## config.mk

```make
export PLATFORM = sky130hd
export DESIGN_NAME = reg_file_bank
export DESIGN_NICKNAME = d
export VERILOG_FILES = /design/src/rtl/reg_file_bank.sv
export SDC_FILE = /design/constraint.sdc
export NUM_CORES = 1
export LEC_CHECK = 0
export BUFFER_PORTS_ARGS = -buffer_cell sky130_fd_sc_hd__buf_2
export CAP_MARGIN = 10
export CORE_MARGIN = 2
export CORE_UTILIZATION = 28
export DETAILED_ROUTE_END_ITERATION = 12
export PLACE_DENSITY = 0.43
export SLEW_MARGIN = 20
export SYNTH_ARGS = -nofsm -noshare
export SYNTH_HDL_FRONTEND = slang
export SYNTH_SLANG_ARGS = --single-unit
```

## constraint.sdc

```tcl
create_clock -name clk -period 5.9 [get_ports clk]
set_clock_uncertainty 0.1 [all_clocks]
set_input_delay 1.18 -clock clk [delete_from_list [all_inputs] [get_ports clk]]
set_output_delay 1.18 -clock clk [all_outputs]
set_load 0.005 [all_outputs]
```

## src/rtl/reg_file_bank.sv

```systemverilog
// reg_file_bank: register file with two combinational read ports and one synchronous,
// byte-enabled write port. After reset, a clear engine zeroes one entry per cycle.
// There is no parallel reset of the array, so it can still be inferred as distributed RAM.
//
// Ports:
//   clk              rising-edge clock
//   rst              synchronous active-high reset; restarts the clear engine at entry 0
//   r1_addr/r2_addr  read addresses
//   r1_dout/r2_dout  read data; 0 while busy, for entry 0 (ZERO_R0=1) or addr >= DEPTH
//   r3_addr/r3_din   write address / data
//   r3_wr            write strobe; dropped (not queued) while busy
//   r3_be            byte enables, bit b covers r3_din[8b+7:8b]
//   busy             clear engine active
//
// Optional feature: define REGFILE_BYPASS_EN to forward a legal same-cycle write to any
// read port that addresses the written entry. The forwarding is applied per byte.
module reg_file_bank #(
  parameter int unsigned DATA_W  = 32,
  parameter int unsigned ADDR_W  = 5,
  parameter int unsigned DEPTH   = 32,
  parameter bit          ZERO_R0 = 1'b1
) (
  input  logic                clk,
  input  logic                rst,
  input  logic [ADDR_W-1:0]   r1_addr,
  input  logic [ADDR_W-1:0]   r2_addr,
  input  logic [ADDR_W-1:0]   r3_addr,
  input  logic [DATA_W-1:0]   r3_din,
  input  logic                r3_wr,
  input  logic [DATA_W/8-1:0] r3_be,
  output logic [DATA_W-1:0]   r1_dout,
  output logic [DATA_W-1:0]   r2_dout,
  output logic                busy
);

  localparam int unsigned NumBytes = DATA_W / 8;
  // One extra bit so that DEPTH == 2**ADDR_W still compares correctly.
  localparam logic [ADDR_W:0]   DepthW  = (ADDR_W + 1)'(DEPTH);
  localparam logic [ADDR_W-1:0] LastIdx = ADDR_W'(DEPTH - 1);

  typedef enum logic [0:0] {StIdle, StClear} state_e;

  state_e              r_state, w_state_nxt;
  logic [ADDR_W-1:0]   r_clr_ptr, w_clr_ptr_nxt;
  logic [DATA_W-1:0]   r_mem [DEPTH];

  logic                w_busy;
  logic                w_wr_en;
  logic [ADDR_W-1:0]   w_raddr [2];
  logic [DATA_W-1:0]   w_rdata [2];

  // Clear engine state register
  always_ff @(posedge clk) begin
    if (rst) begin
      r_state   <= StClear;
      r_clr_ptr <= '0;
    end else begin
      r_state   <= w_state_nxt;
      r_clr_ptr <= w_clr_ptr_nxt;
    end
  end

  always_comb begin
    w_state_nxt   = r_state;
    w_clr_ptr_nxt = r_clr_ptr;
    unique case (r_state)
      StClear: begin
        w_clr_ptr_nxt = r_clr_ptr + 1'b1;
        if (r_clr_ptr == LastIdx) begin
          w_state_nxt   = StIdle;
          w_clr_ptr_nxt = '0;
        end
      end
      StIdle: ;
    endcase
  end

  assign w_busy = (r_state == StClear);
  assign busy   = w_busy;

  assign w_wr_en = !w_busy && r3_wr && ({1'b0, r3_addr} < DepthW) &&
                   !(ZERO_R0 && (r3_addr == '0));

  // Array has no reset; the clear engine owns the write port while busy.
  always_ff @(posedge clk) begin
    if (!rst) begin
      if (w_busy) begin
        r_mem[r_clr_ptr] <= '0;
      end else if (w_wr_en) begin
        for (int unsigned b = 0; b < NumBytes; b++) begin
          if (r3_be[b]) r_mem[r3_addr][8*b +: 8] <= r3_din[8*b +: 8];
        end
      end
    end
  end

  assign w_raddr[0] = r1_addr;
  assign w_raddr[1] = r2_addr;

  always_comb begin
    for (int p = 0; p < 2; p++) begin
      w_rdata[p] = '0;
      if (!w_busy && ({1'b0, w_raddr[p]} < DepthW) && !(ZERO_R0 && (w_raddr[p] == '0))) begin
        w_rdata[p] = r_mem[w_raddr[p]];
`ifdef REGFILE_BYPASS_EN
        // w_wr_en already implies a legal target, so an address match is enough.
        if (w_wr_en && (w_raddr[p] == r3_addr)) begin
          for (int unsigned b = 0; b < NumBytes; b++) begin
            if (r3_be[b]) w_rdata[p][8*b +: 8] = r3_din[8*b +: 8];
          end
        end
`endif
      end
    end
  end

  assign r1_dout = w_rdata[0];
  assign r2_dout = w_rdata[1];

endmodule
```

* Word-level counts from Yosys, hierarchy flattened *
Memories as Yosys holds them, arrays and structs flattened.
Cells that the tools add are included.

operators by class
  add/subtract/negate cells = 1
  equal/unequal tests = 1
  muxes and demuxes = 31
  reductions and logical operators = 12

operators by type and width
  cell                   number
  $mux W32               3
  $reduce_or A32 Y1      1
  $mux W1                25
  $logic_not A5 Y1       3
  $mux W5                2
  $add A5 B1 Y5 const B  1
  $eq A5 B5 Y1 const B   1
  $logic_and A1 B1 Y1    4
  $logic_not A1 Y1       4
  $mux W4                1

word-level totals
  bits in registers = 6
  memory bits (writable) = 1024
  input bits = 54
  output and inout port bits = 65
  logic and storage cells = 48
  memories kept = 1

memories
  name   words  width  rd ports  clocked after memory_dff  wr ports  RTL line  RTL
  r_mem  32     32     2         0                         1         45        logic [DATA_W-1:0] r_mem [DEPTH];

* Longest topological paths before layout *
Gate-level depths: netlist of the first run.

  depth after elaboration = 9
  depth in mapped cells = 9
  gate-level depth less buffers = 6

* Least setup slack after synthesis of the first run *
Ideal clock, no wire load.

  path type = input port to flip-flop
  start point = input rst
  end point = memory r_mem[26][0] (enable)
  setup time = 0.395 ns
  data arrival time = 3.622 ns
  data required time = 5.405 ns
  path slack = 1.783 ns
  stages = 7
  path buffers = 3
  path through = buf_6 or3b_1 buf_6 a211oi_4 mux2_2 buf_2 nor4_1

between the ends
  word-level cells in the longest chain between the ends = 4
  elaborated cells on any way between the ends = 13
  those cells by class = 12 x mux; 1 x reduce/logical

ends and longest elaborated chain
  what                                          RTL line  RTL
  from (decl)                                   24        input logic rst,
  $mux W1                                       86        if (!rst) begin
  $mux W1 (implied by the code)                 91        if (r3_be[b]) r_mem[r3_addr][8*b +: 8] <= r3_din[8*b +: 8];
  $reduce_or A32 Y1 (no line)                   --
  $mux W5 (no line) or $mux W4 (tied branches)  --
  to (decl)                                     45

Several ways; a longest one is shown, not always the timed one.

* Worst setup path in the final report of the first run *
  start point = input r1_addr[0]
  end point = output r1_dout[6]

between the ends
  word-level cells in the longest chain between the ends = 4
  elaborated cells on any way between the ends = 5
  those cells by class = 1 x mux; 3 x reduce/logical; 1 x memory

ends and longest elaborated chain
  what                                                     RTL line  RTL
  from (decl)                                              25        input logic [ADDR_W-1:0] r1_addr,
  branches (longest 3 deep; another with $mem_v2 Z32 W32)  --
  $mux W32 (*)                                             103       if (!w_busy && ({1'b0, w_raddr[p]} < DepthW) && !(ZERO_R0 && (w_raddr[p] == '0))) begin
  to (decl)                                                31        output logic [DATA_W-1:0] r1_dout,

Mark *: on every way between the ends.

==> results of run 1 <==
==> stage by stage <==
stage / hold slack, ps / utilization
6_report: 520 / 0.331
5_1_grt: 547 / 0.331
4_1_cts: 510 / 0.331
3_5_place_dp: 501 / 0.310
3_3_place_gp: 472 / 0.309
2_1_floorplan: 421 / -
==> sequential cells by signal (all words and copies together) (netlist names) <==
register	cells
r_clr_ptr	5
r_mem	1024
busy	1
==> cell usage after synthesis, drive strengths merged (11+ instances only) <==
master and number:
edfxtp 1024, mux4 444, mux2i 273, buf 142
clkbuf 90, nor3 79, nand2 68, nor4 66
mux2 52, a21oi 39, a22oi 39, and2 36
o221ai 35, nand3 34, o22ai 32, o22a 27
a31oi 23, a211o 22, nor2b 20, nor2 12
a211oi 11
==> worst max-delay path, cell delays in order <==
cell and delay, ps:
buf_8 370, buf_12 380, mux4_2 310, mux2_2 170, o22ai_1 140, nor3_1 890
buf_2 270
==> final timing paths <==
path	slack, ps	end	cells after the start
worst max-delay path	740	r1_dout[6]	7
worst max register to register	1780	r_mem[12][4]	7
worst min register to register	520	r_clr_ptr[4]	2
worst min-delay path	520	r_clr_ptr[4]	2
==> routing by layer <==
layer  track usage  up-vias
li1              -    11700
met1         0.257    15700
met2         0.319     1011
met3        0.0269      203
met4        0.0599        2
met5             0        -
==> final cells by class <==
type | count | area share
Clock inverter | 71 | 0.0117
Multi-Input combinational cell | 1358 | 0.310
Timing Repair Buffer | 332 | 0.0428
Antenna cell | 7 | 0.000303
Sequential cell | 1030 | 0.535
Inverter | 1 | 0.0000650
Tap cell | 2325 | 0.0504
Clock buffer | 133 | 0.0506
==> placed cells by master (no fill, tap or decap), types with 19 or more instances in the layout <==
master / n
o22a_1: 27
a22oi_1: 39
edfxtp_1: 1024
nand2_1: 68
a21oi_1: 34
a211o_1: 22
nor3_1: 38
nor4_2: 49
clkinv_1: 27
mux2i_1: 267
o22ai_1: 32
nand3_1: 34
and2_1: 32
a31oi_1: 23
o221ai_1: 35
buf_2: 112
buf_4: 197
mux2_2: 52
nor3_2: 41
clkinv_2: 24
clkbuf_1: 19
mux4_2: 444
clkbuf_16: 114
==> kinds of logic after synthesis <==
| kind of cell | count (synthesis) | share of synthesized area |
|---|---|---|
| adders and majority gates | 2 | 0.000508 |
| muxes | 769 | 0.270 |
| buffers and inverters | 233 | 0.0214 |
| AOI/OAI and AO/OA | 240 | 0.0355 |
| DFF | 1030 | 0.626 |
| and+or+nand+nor | 347 | 0.0459 |
==> power groups by stage <==
stage | combinational [mW] | clock [mW] | sequential [mW]
floorplan | 0.724 | 0 | 8.14
global placement | 1.17 | 0 | 8.15
detailed placement | 1.18 | 0 | 8.15
CTS | 1.19 | 7.19 | 7.99
global route | 1.23 | 7.45 | 7.99
finish | 1.17 | 7.05 | 7.99
==> summary.txt, run 1 <==
Status
  • Status: finished, final reports clean

Worst setup path
  • Worst Setup End Kind: primary output
  • Critical path required time: 4620 ps
  • Crit-path max FO: 42
  • Setup crit start kind: input pin
  • RR Startpoint: busy
  • Setup CP Type: input pin to primary output
  • CP Launch Point: r1_addr[0]
  • Arrival time worst endpoint: 3880 ps

Final layout
  • Area of the multi-input gates: 17900 sq um
  • Final #Nets: a little under 3000
  • Finished Layout Cells: 5257
  • Final instance area: 57700 sq um
  • Share of cells above drive strength 1: 0.385
  • FF+latch area: 30900 sq um
  • Layout overhead on the synthesized area: 17.2%
  • Fillers: 16500

Flow run
  • Max cap viols: 0

Route
  • Antenna viol nets, final: 0
  • Met1 Wirelength: 74200 microns
  • DRC viols: 0
  • Via-per-instance ratio: 5.43
  • Uppermost layer routed: met5
  • Met3 routed WL: 8670 microns
  • Initial DRC Count: ~2800
  • WL per Instance: 33.0 microns
  • TritonRoute pass-1 iters: 5
  • DR WL met2: 85800 microns
  • DRT Wirelength: 174000 microns
  • DR vias: 28600

STA
  • Fin crit period: 5160 ps
  • RSZ-0062 raised after global routing: false
  • Final setup violation count: 0
  • Slew headroom: 0.196
  • Post-route setup slack: 743 ps
  • Final Max Slew Viols: 0
  • Worst-margin pin slew: 1210 ps
  • Max Freq: 194 MHz
  • Setup_tns: 0 ps
  • Final period util: 0.874
  • Final hold viol count: 0

Power and ir drop
  • Power, Total: 16.2 mW
  • Sw frac: 0.229
  • Clock power frac: 0.435
  • LEAKAGE: 19.9 nW
  • Psw: 3.71 mW
  • Worst vdd ir: 192 uV
  • Reg power frac: 0.493
  • Pwr dens: 281 nW/um^2
  • Combinational share of power: 0.072
  • P_int: 12.5 mW

Synthesis
  • Top cell type by total area after synthesis: edfxtp_1
  • Syn Inst Count: 2621
  • Mean Syn Cell Area: 18.8 sq um
  • Sequential fraction of the synthesis area: 0.626
  • Post-synthesis cell type count: 49
  • Synth warn: 0
  • Commonest register cell after synthesis: edfxtp_1
  • Number of enable flip-flop cells after synthesis: 1024
  • Ranking of synthesized cells by area: edfxtp_1 62%, mux4_2 20%, mux2i_1 5.5%, mux2_2 1.2%, buf_2 0.96%
  • Async set-or-reset flop fraction in the synthesized netlist: 0
  • Synth top area share: 0.624
  • Synth Net Count: roughly 2700
  • Seq cells post-synth: 1030
  • Syn Std Cell Area: 49300 sq um

Place
  • I/O Buffers: roughly 120
  • RePlAce Congestion: a little over 0.8
  • Placed cell count: 5046
  • Pre-CTS setup slack: between 500 and 600 ps
  • HPWL Detailed: about 120000 microns
  • Area post-placement: 54100 sq um

Floorplanning
  • Io pins: approximately 120
  • Die H: between 400 and 500 microns
  • Starting Density: 0.283
  • Die area: 179000 sq um
  • Site Rows: 153
  • Core area: roughly 170000 sq um
  • Die W: 423 microns

Clocking
  • Postcts setup bufs: 0
  • Root Buffer: clkbuf_16
  • # hold bufs at CTS: 0
  • Cts bufs inserted: 111
  • H-tree depth: 3
  • Clk pin slew, worst setup/hold paths: around 60 ps
  • Clk sink count: roughly 1000
  • Clk_lat worst skew: 740 ps
  • Max clock buf depth: 3
  • CTS resizes: 0
  • CTS tree: yes

GRT
  • Total global routing overflow: 0
  • Initial antenna violation count: 16
  • Total GRT Usage: 0.191
  • Maximum number of pins on one net before global-route repair: 76
  • Global-route wire length before repair: 241000 microns
  • Vias in the first global route: 29700

Hold path
  • Worst Hold Launch: r_clr_ptr[4]
  • HP Class: flip-flop to flip-flop
Note: power is estimated with default switching activity, not from simulation.
==> inputs of run 2 (changes only) <==
Settings changed: PLACE_DENSITY 0.43 to 0.45.
==> summary.txt, run 2 (synthesis results as in run 1) <==
Floorplanning
  • Die W: 423 microns (unchanged)
  • Site Rows: 153 (unchanged)
  • Die H: 423 microns (unchanged)
  • Starting Density: 0.283 (unchanged)
  • Core area: 174000 sq um (unchanged)
  • Die area: 179000 sq um (unchanged)
  • Io pins: 119 (unchanged)

Place
  • Placed cell count: 5072 (was 5046)
  • Pre-CTS setup slack: 577 ps (was 597 ps)
  • I/O Buffers: 118 (unchanged)
  • HPWL Detailed: 116000 microns (was 117000 microns)
  • RePlAce Congestion: 0.814 (was 0.816)
  • Area post-placement: 54400 sq um (was 54100 sq um)

Worst setup path
  • Arrival time worst endpoint: 3920 ps (was 3880 ps)
  • Worst path most repeated cell: buf_4
  • Slowest cell delay on critical path: 690 ps (was 890 ps)
  • Critical path buffers and inverters: 4 (was 3)
  • Crit-path max FO: 42 (unchanged)
  • Critical Path Slowest Stage Cell: a211oi_1 (was nor3_1)
  • Worst Setup End Kind: primary output (unchanged)
  • CP Cell Sequence: buf_8, buf_4, mux4_2, nor2b_1, a211oi_1, nor3_1, buf_4, buf_2 (was buf_8, buf_12, mux4_2, mux2_2, o22ai_1, nor3_1, buf_2)
  • Delay-heaviest family, CP: buffers and inverters (unchanged)
  • Setup CP Type: input pin to primary output (unchanged)
  • Setup crit start kind: input pin (unchanged)
  • Reg2Reg Setup Slack: 1940 ps (was 1780 ps)
  • Critical path required time: 4620 ps (about the same)

Clocking
  • CTS tree: yes (unchanged)
  • H-tree depth: 3 (unchanged)
  • # hold bufs at CTS: 0 (unchanged)
  • Clk sink count: 1030 (unchanged)
  • CTS resizes: 0 (unchanged)
  • Clk pin slew, worst setup/hold paths: 60 ps (about the same)
  • Cts bufs inserted: 115 (was 111)
  • Postcts setup bufs: 0 (unchanged)
  • Clk_lat worst skew: 720 ps (was 740 ps)
  • Root Buffer: clkbuf_16 (unchanged)
  • Max clock buf depth: 3 (unchanged)

STA
  • RSZ-0062 raised after global routing: false (unchanged)
  • Fin crit period: 5200 ps (was 5160 ps)
  • Post-route setup slack: 704 ps (was 743 ps)
  • Final hold viol count: 0 (unchanged)
  • Final period util: 0.881 (was 0.874)
  • Final setup violation count: 0 (unchanged)
  • Worst-margin pin slew: 1120 ps (was 1210 ps)
  • Max Freq: 192 MHz (was 194 MHz)
  • Setup_tns: 0 ps (unchanged)
  • Slew headroom: 0.252 (was 0.196)
  • Final Max Slew Viols: 0 (unchanged)
  • Min Hold Slack: 507 ps (was 520 ps)

Power and ir drop
  • Pwr dens: 283 nW/um^2 (was 281 nW/um^2)
  • LEAKAGE: 20.2 nW (was 19.9 nW)
  • Worst vdd ir: 237 uV (was 192 uV)

GRT
  • Maximum number of pins on one net before global-route repair: 63 (was 76)
  • Vias in the first global route: 29600 (was 29700)
  • Initial antenna violation count: 17 (was 16)
  • Total global routing overflow: 0 (unchanged)
  • Total GRT Usage: 0.189 (was 0.191)
  • Global-route wire length before repair: 239000 microns (was 241000 microns)

Final layout
  • Commonest cells after routing, fill and taps aside: 1024 x edfxtp_1, 444 x mux4_2, 267 x mux2i_1, 210 x buf_4, 119 x clkbuf_16 (was 1024 x edfxtp_1, 444 x mux4_2, 267 x mux2i_1, 197 x buf_4, 114 x clkbuf_16)
  • Final instance area: 58300 sq um (was 57700 sq um)
  • Commonest non-fill, non-tap cell in the layout: edfxtp_1 (unchanged)
  • Biggest register: r_mem (unchanged)
  • Finished Layout Cells: 5295 (was 5257)
  • Layout overhead on the synthesized area: 18.3% (was 17.2%)
  • Fillers: 16500 (about the same)
  • Final #Nets: 2920 (was 2890)
  • Share of cells above drive strength 1: 0.392 (was 0.385)
  • Max FFs per register: 1024 (unchanged)

Route
  • DR vias: 28900 (was 28600)
  • Antenna viol nets, final: 0 (unchanged)
  • DRC viols: 0 (unchanged)
  • DRT Wirelength: 172000 microns (was 174000 microns)
  • TritonRoute pass-1 iters: 5 (unchanged)
  • Initial DRC Count: 2968 (was 2835)
  • Via-per-instance ratio: 5.45 (was 5.43)
  • WL per Instance: 32.6 microns (was 33.0 microns)

Flow run
  • Max cap viols: 0 (unchanged)

Hold path
  • HP Class: flip-flop to flip-flop (unchanged)

Status
  • Status: finished, final reports clean (unchanged)
==> run 2: changes by cell type in the layout (fill, tap and decap cells not counted), sizes merged <==
| cell | previous run | this run |
|---|---|---|
| buf | 332 | 358 |
| bufinv | 13 | 14 |
| clkbuf | 133 | 147 |
| diode | 7 | 12 |
| clkinvlp | 4 | 3 |
| clkinv | 52 | 45 |
==> run 2: power by group <==
group          total [mW]  leakage, nW  internal, mW  switching [mW]
clock network        7.33         1.86          4.33            3.00
registers            8.00         10.7          7.97          0.0211
logic                1.19         7.62         0.472           0.719
==> run 2: worst min-delay path, stage by stage, from the launching register on <==
cell and delay, ps:
dfxtp_1 390, o21ai_0 110, a21oi_1 60
==> run 2: area by class of cell <==
| type | instances | area (sq um) | area share |
|---|---|---|---|
| Multi-Input combinational cell | 1358 | 17900 | 0.307 |
| Clock inverter | 64 | 666 | 0.0114 |
| Tap cell | 2325 | 2910 | 0.0499 |
| Sequential cell | 1030 | 30900 | 0.529 |
| Timing Repair Buffer | 358 | 2800 | 0.0480 |
| Antenna cell | 12 | 30.0 | 0.000515 |
| Inverter | 1 | 3.75 | 0.0000644 |
| Clock buffer | 147 | 3130 | 0.0537 |
==> run 2: metal layers <==
metal  up-vias  share of wire  global-route usage
li1      11700              -                   -
met1     15800           0.42               0.252
met2      1131           0.50               0.318
met3       205          0.058              0.0291
met4         0          0.031              0.0560
met5         -              0                   0
==> run 2: final timing paths <==
| path | from | end | cells after the start |
|---|---|---|---|
| hold reg to reg | r_clr_ptr[3] | r_clr_ptr[3] | 2 |
| setup / recovery | r1_addr[0] | r1_dout[23] | 8 |
| setup reg to reg | busy | r_mem[4][22] | 7 |
| hold / removal | r_clr_ptr[3] | r_clr_ptr[3] | 2 |
==> run 2: stage by stage <==
stage,power (mW),utilization
floorplan,8.86,-
global route,17.0,0.334
global placement,9.32,0.310
detailed placement,9.35,0.312
CTS,16.7,0.334
finish,16.5,0.334
